### src/rtl/ex_mem_reg_if.sv
`default_nettype none
// ============================================================================
//  Module      : ex_mem_reg_if
//  Description : Bundle of the signals crossing the EX->MEM pipeline boundary.
//                The execute stage drives the ex_* fields and the pipeline
//                controls. The EX/MEM register returns the mem_* fields, the
//                architectural flags and the sticky halt.
//                  master : execute-stage / pipeline-control side
//                  slave  : the EX/MEM pipeline register
//  Ports       : (interface signals)
//                  stall, flush                  pipeline control
//                  ex_valid .. ex_halt           execute-stage outputs
//                  mem_valid .. mem_halt         registered memory-stage view
//                  flag_z, flag_v, flag_n        architectural flags
//                  halted                        sticky halt status
//  Revision    : 1.0  initial release
// ============================================================================
interface ex_mem_reg_if #(
    parameter int DATA_W = 16,
    parameter int REG_W  = 4
);
    // Pipeline control
    logic              stall;
    logic              flush;

    // Execute-stage outputs
    logic              ex_valid;
    logic [DATA_W-1:0] ex_result;
    logic              ex_zero;
    logic              ex_ovfl;
    logic              ex_neg;
    logic [2:0]        ex_flag_we;     // {Z, V, N}
    logic [REG_W-1:0]  ex_rd;
    logic              ex_reg_we;
    logic              ex_mem_re;
    logic              ex_mem_we;
    logic [DATA_W-1:0] ex_store_data;
    logic              ex_halt;

    // Memory-stage view
    logic              mem_valid;
    logic [DATA_W-1:0] mem_result;
    logic [REG_W-1:0]  mem_rd;
    logic              mem_reg_we;
    logic              mem_mem_re;
    logic              mem_mem_we;
    logic [DATA_W-1:0] mem_store_data;
    logic              mem_halt;

    // Architectural status
    logic              flag_z;
    logic              flag_v;
    logic              flag_n;
    logic              halted;

    modport master (
        output stall, flush,
        output ex_valid, ex_result, ex_zero, ex_ovfl, ex_neg, ex_flag_we,
        output ex_rd, ex_reg_we, ex_mem_re, ex_mem_we, ex_store_data, ex_halt,
        input  mem_valid, mem_result, mem_rd, mem_reg_we, mem_mem_re,
        input  mem_mem_we, mem_store_data, mem_halt,
        input  flag_z, flag_v, flag_n, halted
    );

    modport slave (
        input  stall, flush,
        input  ex_valid, ex_result, ex_zero, ex_ovfl, ex_neg, ex_flag_we,
        input  ex_rd, ex_reg_we, ex_mem_re, ex_mem_we, ex_store_data, ex_halt,
        output mem_valid, mem_result, mem_rd, mem_reg_we, mem_mem_re,
        output mem_mem_we, mem_store_data, mem_halt,
        output flag_z, flag_v, flag_n, halted
    );
endinterface : ex_mem_reg_if
`default_nettype wire

### src/rtl/ex_mem_reg.sv
`default_nettype none
// ============================================================================
//  Module      : ex_mem_reg
//  Description : EX->MEM pipeline register. Captures the execute result,
//                destination/control bits and store data each cycle. Owns
//                the architectural Z/V/N flags, which change only when a
//                valid instruction commits across the boundary. Supports
//                stall (hold everything), flush (insert a bubble) and a
//                sticky halt that drains the pipeline once HLT commits.
//  Ports       : clk  - clock, all state changes on the rising edge
//                rst  - synchronous active-high reset
//                bus  - ex_mem_reg_if.slave (controls, EX inputs, MEM outputs,
//                       flags, halted)
//  Revision    : 1.0  initial release
// ============================================================================
module ex_mem_reg #(
    parameter int DATA_W = 16,
    parameter int REG_W  = 4
) (
    input  wire          clk,
    input  wire          rst,
    ex_mem_reg_if.slave  bus
);

    logic              r_valid;
    logic [DATA_W-1:0] r_result;
    logic [REG_W-1:0]  r_rd;
    logic              r_reg_we;
    logic              r_mem_re;
    logic              r_mem_we;
    logic [DATA_W-1:0] r_store_data;
    logic              r_halt;
    logic              r_flag_z;
    logic              r_flag_v;
    logic              r_flag_n;
    logic              r_halted;

    // A bubble is loaded on flush, and also every cycle after HLT has
    // committed so that nothing younger than the HLT can reach MEM.
    logic w_bubble;
    logic w_commit;

    assign w_bubble = bus.flush | r_halted;
    assign w_commit = bus.ex_valid & ~w_bubble;

    always_ff @(posedge clk) begin
        if (rst) begin
            r_valid      <= 1'b0;
            r_result     <= '0;
            r_rd         <= '0;
            r_reg_we     <= 1'b0;
            r_mem_re     <= 1'b0;
            r_mem_we     <= 1'b0;
            r_store_data <= '0;
            r_halt       <= 1'b0;
            r_flag_z     <= 1'b0;
            r_flag_v     <= 1'b0;
            r_flag_n     <= 1'b0;
            r_halted     <= 1'b0;
        end else if (!bus.stall) begin
            if (w_bubble) begin
                r_valid      <= 1'b0;
                r_result     <= '0;
                r_rd         <= '0;
                r_reg_we     <= 1'b0;
                r_mem_re     <= 1'b0;
                r_mem_we     <= 1'b0;
                r_store_data <= '0;
                r_halt       <= 1'b0;
            end else begin
                // Data fields follow EX unconditionally; control bits are
                // qualified so an invalid slot can never write anything.
                r_valid      <= bus.ex_valid;
                r_result     <= bus.ex_result;
                r_rd         <= bus.ex_rd;
                r_store_data <= bus.ex_store_data;
                r_reg_we     <= bus.ex_reg_we & bus.ex_valid;
                r_mem_re     <= bus.ex_mem_re & bus.ex_valid;
                r_mem_we     <= bus.ex_mem_we & bus.ex_valid;
                r_halt       <= bus.ex_halt   & bus.ex_valid;
            end

            if (w_commit) begin
                if (bus.ex_flag_we[2]) r_flag_z <= bus.ex_zero;
                if (bus.ex_flag_we[1]) r_flag_v <= bus.ex_ovfl;
                if (bus.ex_flag_we[0]) r_flag_n <= bus.ex_neg;
                if (bus.ex_halt)       r_halted <= 1'b1;
            end
        end
    end

    assign bus.mem_valid      = r_valid;
    assign bus.mem_result     = r_result;
    assign bus.mem_rd         = r_rd;
    assign bus.mem_reg_we     = r_reg_we;
    assign bus.mem_mem_re     = r_mem_re;
    assign bus.mem_mem_we     = r_mem_we;
    assign bus.mem_store_data = r_store_data;
    assign bus.mem_halt       = r_halt;
    assign bus.flag_z         = r_flag_z;
    assign bus.flag_v         = r_flag_v;
    assign bus.flag_n         = r_flag_n;
    assign bus.halted         = r_halted;

endmodule : ex_mem_reg
`default_nettype wire

### src/flat_wrapper.sv
// flat-port wrapper written by rule: the top's interface ports become plain ports
module ex_mem_reg_flat 
#(
    parameter int DATA_W = 16,
    parameter int REG_W  = 4
)
  (clk, rst, bus_stall, bus_flush, bus_ex_valid, bus_ex_result, bus_ex_zero, bus_ex_ovfl, bus_ex_neg, bus_ex_flag_we, bus_ex_rd, bus_ex_reg_we, bus_ex_mem_re, bus_ex_mem_we, bus_ex_store_data, bus_ex_halt, bus_mem_valid, bus_mem_result, bus_mem_rd, bus_mem_reg_we, bus_mem_mem_re, bus_mem_mem_we, bus_mem_store_data, bus_mem_halt, bus_flag_z, bus_flag_v, bus_flag_n, bus_halted);
  ex_mem_reg_if #(.DATA_W(DATA_W), .REG_W(REG_W)) bus_i ();
  input  wire clk;
  input  wire rst;
  input wire logic [$bits(bus_i.stall)-1:0] bus_stall;
  input wire logic [$bits(bus_i.flush)-1:0] bus_flush;
  input wire logic [$bits(bus_i.ex_valid)-1:0] bus_ex_valid;
  input wire logic [$bits(bus_i.ex_result)-1:0] bus_ex_result;
  input wire logic [$bits(bus_i.ex_zero)-1:0] bus_ex_zero;
  input wire logic [$bits(bus_i.ex_ovfl)-1:0] bus_ex_ovfl;
  input wire logic [$bits(bus_i.ex_neg)-1:0] bus_ex_neg;
  input wire logic [$bits(bus_i.ex_flag_we)-1:0] bus_ex_flag_we;
  input wire logic [$bits(bus_i.ex_rd)-1:0] bus_ex_rd;
  input wire logic [$bits(bus_i.ex_reg_we)-1:0] bus_ex_reg_we;
  input wire logic [$bits(bus_i.ex_mem_re)-1:0] bus_ex_mem_re;
  input wire logic [$bits(bus_i.ex_mem_we)-1:0] bus_ex_mem_we;
  input wire logic [$bits(bus_i.ex_store_data)-1:0] bus_ex_store_data;
  input wire logic [$bits(bus_i.ex_halt)-1:0] bus_ex_halt;
  output wire logic [$bits(bus_i.mem_valid)-1:0] bus_mem_valid;
  output wire logic [$bits(bus_i.mem_result)-1:0] bus_mem_result;
  output wire logic [$bits(bus_i.mem_rd)-1:0] bus_mem_rd;
  output wire logic [$bits(bus_i.mem_reg_we)-1:0] bus_mem_reg_we;
  output wire logic [$bits(bus_i.mem_mem_re)-1:0] bus_mem_mem_re;
  output wire logic [$bits(bus_i.mem_mem_we)-1:0] bus_mem_mem_we;
  output wire logic [$bits(bus_i.mem_store_data)-1:0] bus_mem_store_data;
  output wire logic [$bits(bus_i.mem_halt)-1:0] bus_mem_halt;
  output wire logic [$bits(bus_i.flag_z)-1:0] bus_flag_z;
  output wire logic [$bits(bus_i.flag_v)-1:0] bus_flag_v;
  output wire logic [$bits(bus_i.flag_n)-1:0] bus_flag_n;
  output wire logic [$bits(bus_i.halted)-1:0] bus_halted;
  assign bus_i.stall = bus_stall;
  assign bus_i.flush = bus_flush;
  assign bus_i.ex_valid = bus_ex_valid;
  assign bus_i.ex_result = bus_ex_result;
  assign bus_i.ex_zero = bus_ex_zero;
  assign bus_i.ex_ovfl = bus_ex_ovfl;
  assign bus_i.ex_neg = bus_ex_neg;
  assign bus_i.ex_flag_we = bus_ex_flag_we;
  assign bus_i.ex_rd = bus_ex_rd;
  assign bus_i.ex_reg_we = bus_ex_reg_we;
  assign bus_i.ex_mem_re = bus_ex_mem_re;
  assign bus_i.ex_mem_we = bus_ex_mem_we;
  assign bus_i.ex_store_data = bus_ex_store_data;
  assign bus_i.ex_halt = bus_ex_halt;
  assign bus_mem_valid = bus_i.mem_valid;
  assign bus_mem_result = bus_i.mem_result;
  assign bus_mem_rd = bus_i.mem_rd;
  assign bus_mem_reg_we = bus_i.mem_reg_we;
  assign bus_mem_mem_re = bus_i.mem_mem_re;
  assign bus_mem_mem_we = bus_i.mem_mem_we;
  assign bus_mem_store_data = bus_i.mem_store_data;
  assign bus_mem_halt = bus_i.mem_halt;
  assign bus_flag_z = bus_i.flag_z;
  assign bus_flag_v = bus_i.flag_v;
  assign bus_flag_n = bus_i.flag_n;
  assign bus_halted = bus_i.halted;
  ex_mem_reg #(.DATA_W(DATA_W), .REG_W(REG_W)) u_core (.clk(clk), .rst(rst), .bus(bus_i));
endmodule
### config.mk
export PLATFORM = sky130hd
export DESIGN_NAME = ex_mem_reg_flat
export DESIGN_NICKNAME = d
export VERILOG_FILES = /design/src/rtl/ex_mem_reg_if.sv /design/src/rtl/ex_mem_reg.sv /design/src/flat_wrapper.sv
export SDC_FILE = /design/constraint.sdc
export NUM_CORES = 1
export LEC_CHECK = 0
export ABC_CLOCK_PERIOD_IN_PS = 1150
export CAP_MARGIN = 15
export CORE_ASPECT_RATIO = 0.8
export CORE_MARGIN = 2
export CORE_UTILIZATION = 37
export CTS_CLUSTER_DIAMETER = 80
export DETAILED_ROUTE_END_ITERATION = 8
export GPL_TIMING_DRIVEN = 0
export PLACE_DENSITY = 0.87
export SETUP_SLACK_MARGIN = 0.3
export SKIP_CTS_REPAIR_TIMING = 1
export SLEW_MARGIN = 20
export SYNTH_ARGS = -nofsm -noshare
export SYNTH_HDL_FRONTEND = slang
export SYNTH_SLANG_ARGS = --single-unit
### constraint.sdc
create_clock -name clk -period 1.15 [get_ports clk]
set_input_delay 0.1725 -clock clk [delete_from_list [all_inputs] [get_ports clk]]
set_output_delay 0.1725 -clock clk [all_outputs]
set_load 0.05 [all_outputs]
==> metrics.md <==
| Metric | Value |
|---|---|
| Status | `completed` |
| Yosys warns | `0` |
| Initial drt markers | `slightly below 60` |
| Site Rows | `21` |
| Clk slew on worst S/H paths | `0.08 ns` |
| Min-Delay Path Class | `input port to flip-flop` |
| Syn nets | `209` |
| Netlist cell types | `17` |
| Final nets | `323` |
| CP max FO | `10` |
| R2R cell count | `5` |
| Setup-failing EPs final | `0` |
| PwrDens | `1080 nW/µm²` |
| Buffers on Ports | `93` |
| RSZ-0062 raised after global routing | `true` |
| Antenna Nets Post-Route | `0` |
| WP data required | `1.37 ns` |
| H-Tree Depth | `2` |
| RD Place Congestion | `around 0.68` |
| Cell area after synthesis | `between 1500 and 2000 µm²` |
| Largest net degree at the start of global routing | `14` |
| GRT overflow | `0` |
| Leakage | `roughly 1.2 nW` |
| Worst-Margin Slew | `roughly 0.57 ns` |
| DR vias/cell | `about 5` |
| Root Driver | `clkbuf_8` |
| Gr usage total | `0.180` |
| Initial antenna violation count | `0` |
| Slowest stage delay, CP | `0.36 ns` |
| Post-Syn Area per Cell | `about 11 µm²` |
| Layout Cells excl Fill | `330` |
| Vias in the first global route | `1475` |
| Sequential fraction of the synthesis area | `0.537` |
| Chip width | `a little under 80 µm` |
| TritonCTS Sinks | `45` |
| Tcrit/Tclk final | `0.998` |
| Critical Path, Cell by Cell | `nor3_4, buf_6, buf_12, a22oi_2, nor2_1` |
| Peak VDD IR | `0.000757 V` |
| Fin crit period | `1.15 ns` |
| DIE AREA | `roughly 5100 µm²` |
| Slowest-stage cell, CP | `dfxtp_4` |
| Crit. End Element | `flip-flop` |
| TritonCTS clock tree | `yes` |
| Later-pin clock latency in the skew report | `0.29 ns` |
| Routed len/inst | `15.2 µm` |
| Total power | `3.44 mW` |
| Yosys reg bits | `45` |
| Cell total after placement | `308` |
| Total number of vias | `1654` |
| HPWL Detailed | `3360 µm` |
| Die H | `64.2 µm` |
| Filler cells | `309` |
| Clk_skew | `0.00557 ns` |
| Final Slew Violations | `0` |
| Area of the core | `4260 µm²` |
| Crit Path Class | `flip-flop to flip-flop` |
| # DRC | `0` |
| Number of detailed-route iterations in the first pass | `4` |
| Maximum clock frequency | `871 MHz` |
| Final hold vios | `0` |
| Global-route wire length before repair | `7170 µm` |
| Maxcap violations | `0` |
| Hold Path Stages | `3` |
| DRT Wirelength | `5030 µm` |
| Worst setup SP type | `flip-flop` |
| Flop2flop setup slack | `0.002 ns` |
| Worst r2r dst | `u_core.bus.mem_result[7]` |
| Area Growth Syn to Fin | `91.0%` |
| Post-Synthesis Cells | `158` |
| Min-Delay Endpoint | `u_core.bus.mem_result[13]` |
| Crit path DAT | `around 1.4 ns` |
| Total CTS buffers | `5` |
| Bufs on Longest Clock Path | `2` |
| Initial Util | `0.394` |
| Hold Path Origin | `bus_stall` |
| Share of layout cells above drive strength 1 | `0.557` |
| ANT cells | `0` |
| IO Pins | `96` |
| Max_slew headroom | `0.618` |
| R2r startpoint | `u_core.bus.halted` |
## per-layer routing
layer | part of all wire | GRT usage
met5 | 0 | 0
met3 | 0.071 | 0.0636
met1 | 0.42 | 0.233
met4 | 0.0088 | 0.0517
met2 | 0.50 | 0.283
## stage by stage
step,instance area (µm²),TNS (ns),utilization,hold WS (ns),worst slack (ns)
finish,3200,0,0.752,0.164,0.00212
global route,3200,-1.95,0.752,0.168,-0.0983
CTS,2780,-21.47,0.652,0.173,-0.507
detailed placement,2690,-17.36,0.633,0.472,-0.361
global placement,2690,-16.35,0.633,0.461,-0.357
floorplan,1690,0,-,0.307,0.0924
## cell usage in the layout (no fill, tap or decap), types with 3 or more instances in the layout
master           count
a22oi_1             10
a22oi_2             27
a31o_2               3
a32oi_1              4
buf_2                4
buf_4               11
buf_6               11
buf_8               40
clkbuf_1             6
clkbuf_8             5
clkdlybuf4s50_1     47
dfxtp_1              6
dfxtp_2             37
inv_1                3
nand4_1              3
nor2_1              37
nor2_2               5
## worst max-delay path, delay by kind of cell, from the launching register on
| kind | cells | cell delay (ns) |
|---|---|---|
| buffers and inverters | 2 | 0.32 |
| DFF | 1 | 0.36 |
| AOI/OAI and AO/OA | 1 | 0.05 |
| and+or+nand+nor | 2 | 0.34 |
## where the power goes
group          switching (mW)  internal [mW]  total [mW]
clock network           0.506          0.421       0.927
logic                   0.417          0.425       0.842
registers              0.0538           1.62        1.67
total                   0.976           2.47        3.44
## kinds of logic after synthesis
logic type / after synthesis / share of synthesized area
simple gates: 46 / 0.122
compound gates: 48 / 0.275
flops: 45 / 0.537
buf+inv: 19 / 0.0657
## area by class of cell
cell class                      instances  area (µm²)  share of cell area
Inverter                                3        11.3             0.00352
Clock buffer                            6        72.6              0.0227
Buffer                                 16         131              0.0410
Multi-Input combinational cell         94         704               0.220
Clock inverter                          2        10.0             0.00313
Sequential cell                        45         955               0.298
Tap cell                               57        71.3              0.0223
Timing Repair Buffer                  107        1250               0.389
## cell usage after synthesis
cell,instances,area share
a32oi_1,4,0.021
a31o_2,3,0.016
a31oi_1,1,0.0037
nor2_2,5,0.019
nand4_1,3,0.011
a21oi_1,3,0.0090
dfxtp_1,45,0.54
buf_4,1,0.0045
a22oi_1,17,0.076
buf_6,4,0.027
inv_1,3,0.0067
buf_1,1,0.0022
buf_2,4,0.012
nor3_4,1,0.0097
clkbuf_1,6,0.013
a22oi_2,20,0.15
nor2_1,37,0.083
## how the worst max path moves through the flow
stage	start	end	slack, ns	cells past startpoint
4_1_cts	u_core.bus.halted	bus_halted	-0.51	1
6_report	u_core.bus.halted	u_core.bus.mem_result[7]	0.002	5
2_1_floorplan	u_core.bus.halted	u_core.bus.mem_result[10]	0.09	5
5_1_grt	u_core.bus.halted	u_core.bus.mem_store_data[3]	-0.1	5
3_5_place_dp	bus_ex_valid	u_core.bus.flag_n	-0.36	4
3_3_place_gp	bus_ex_valid	u_core.bus.flag_n	-0.36	4
(Power assumes the default switching activity.)
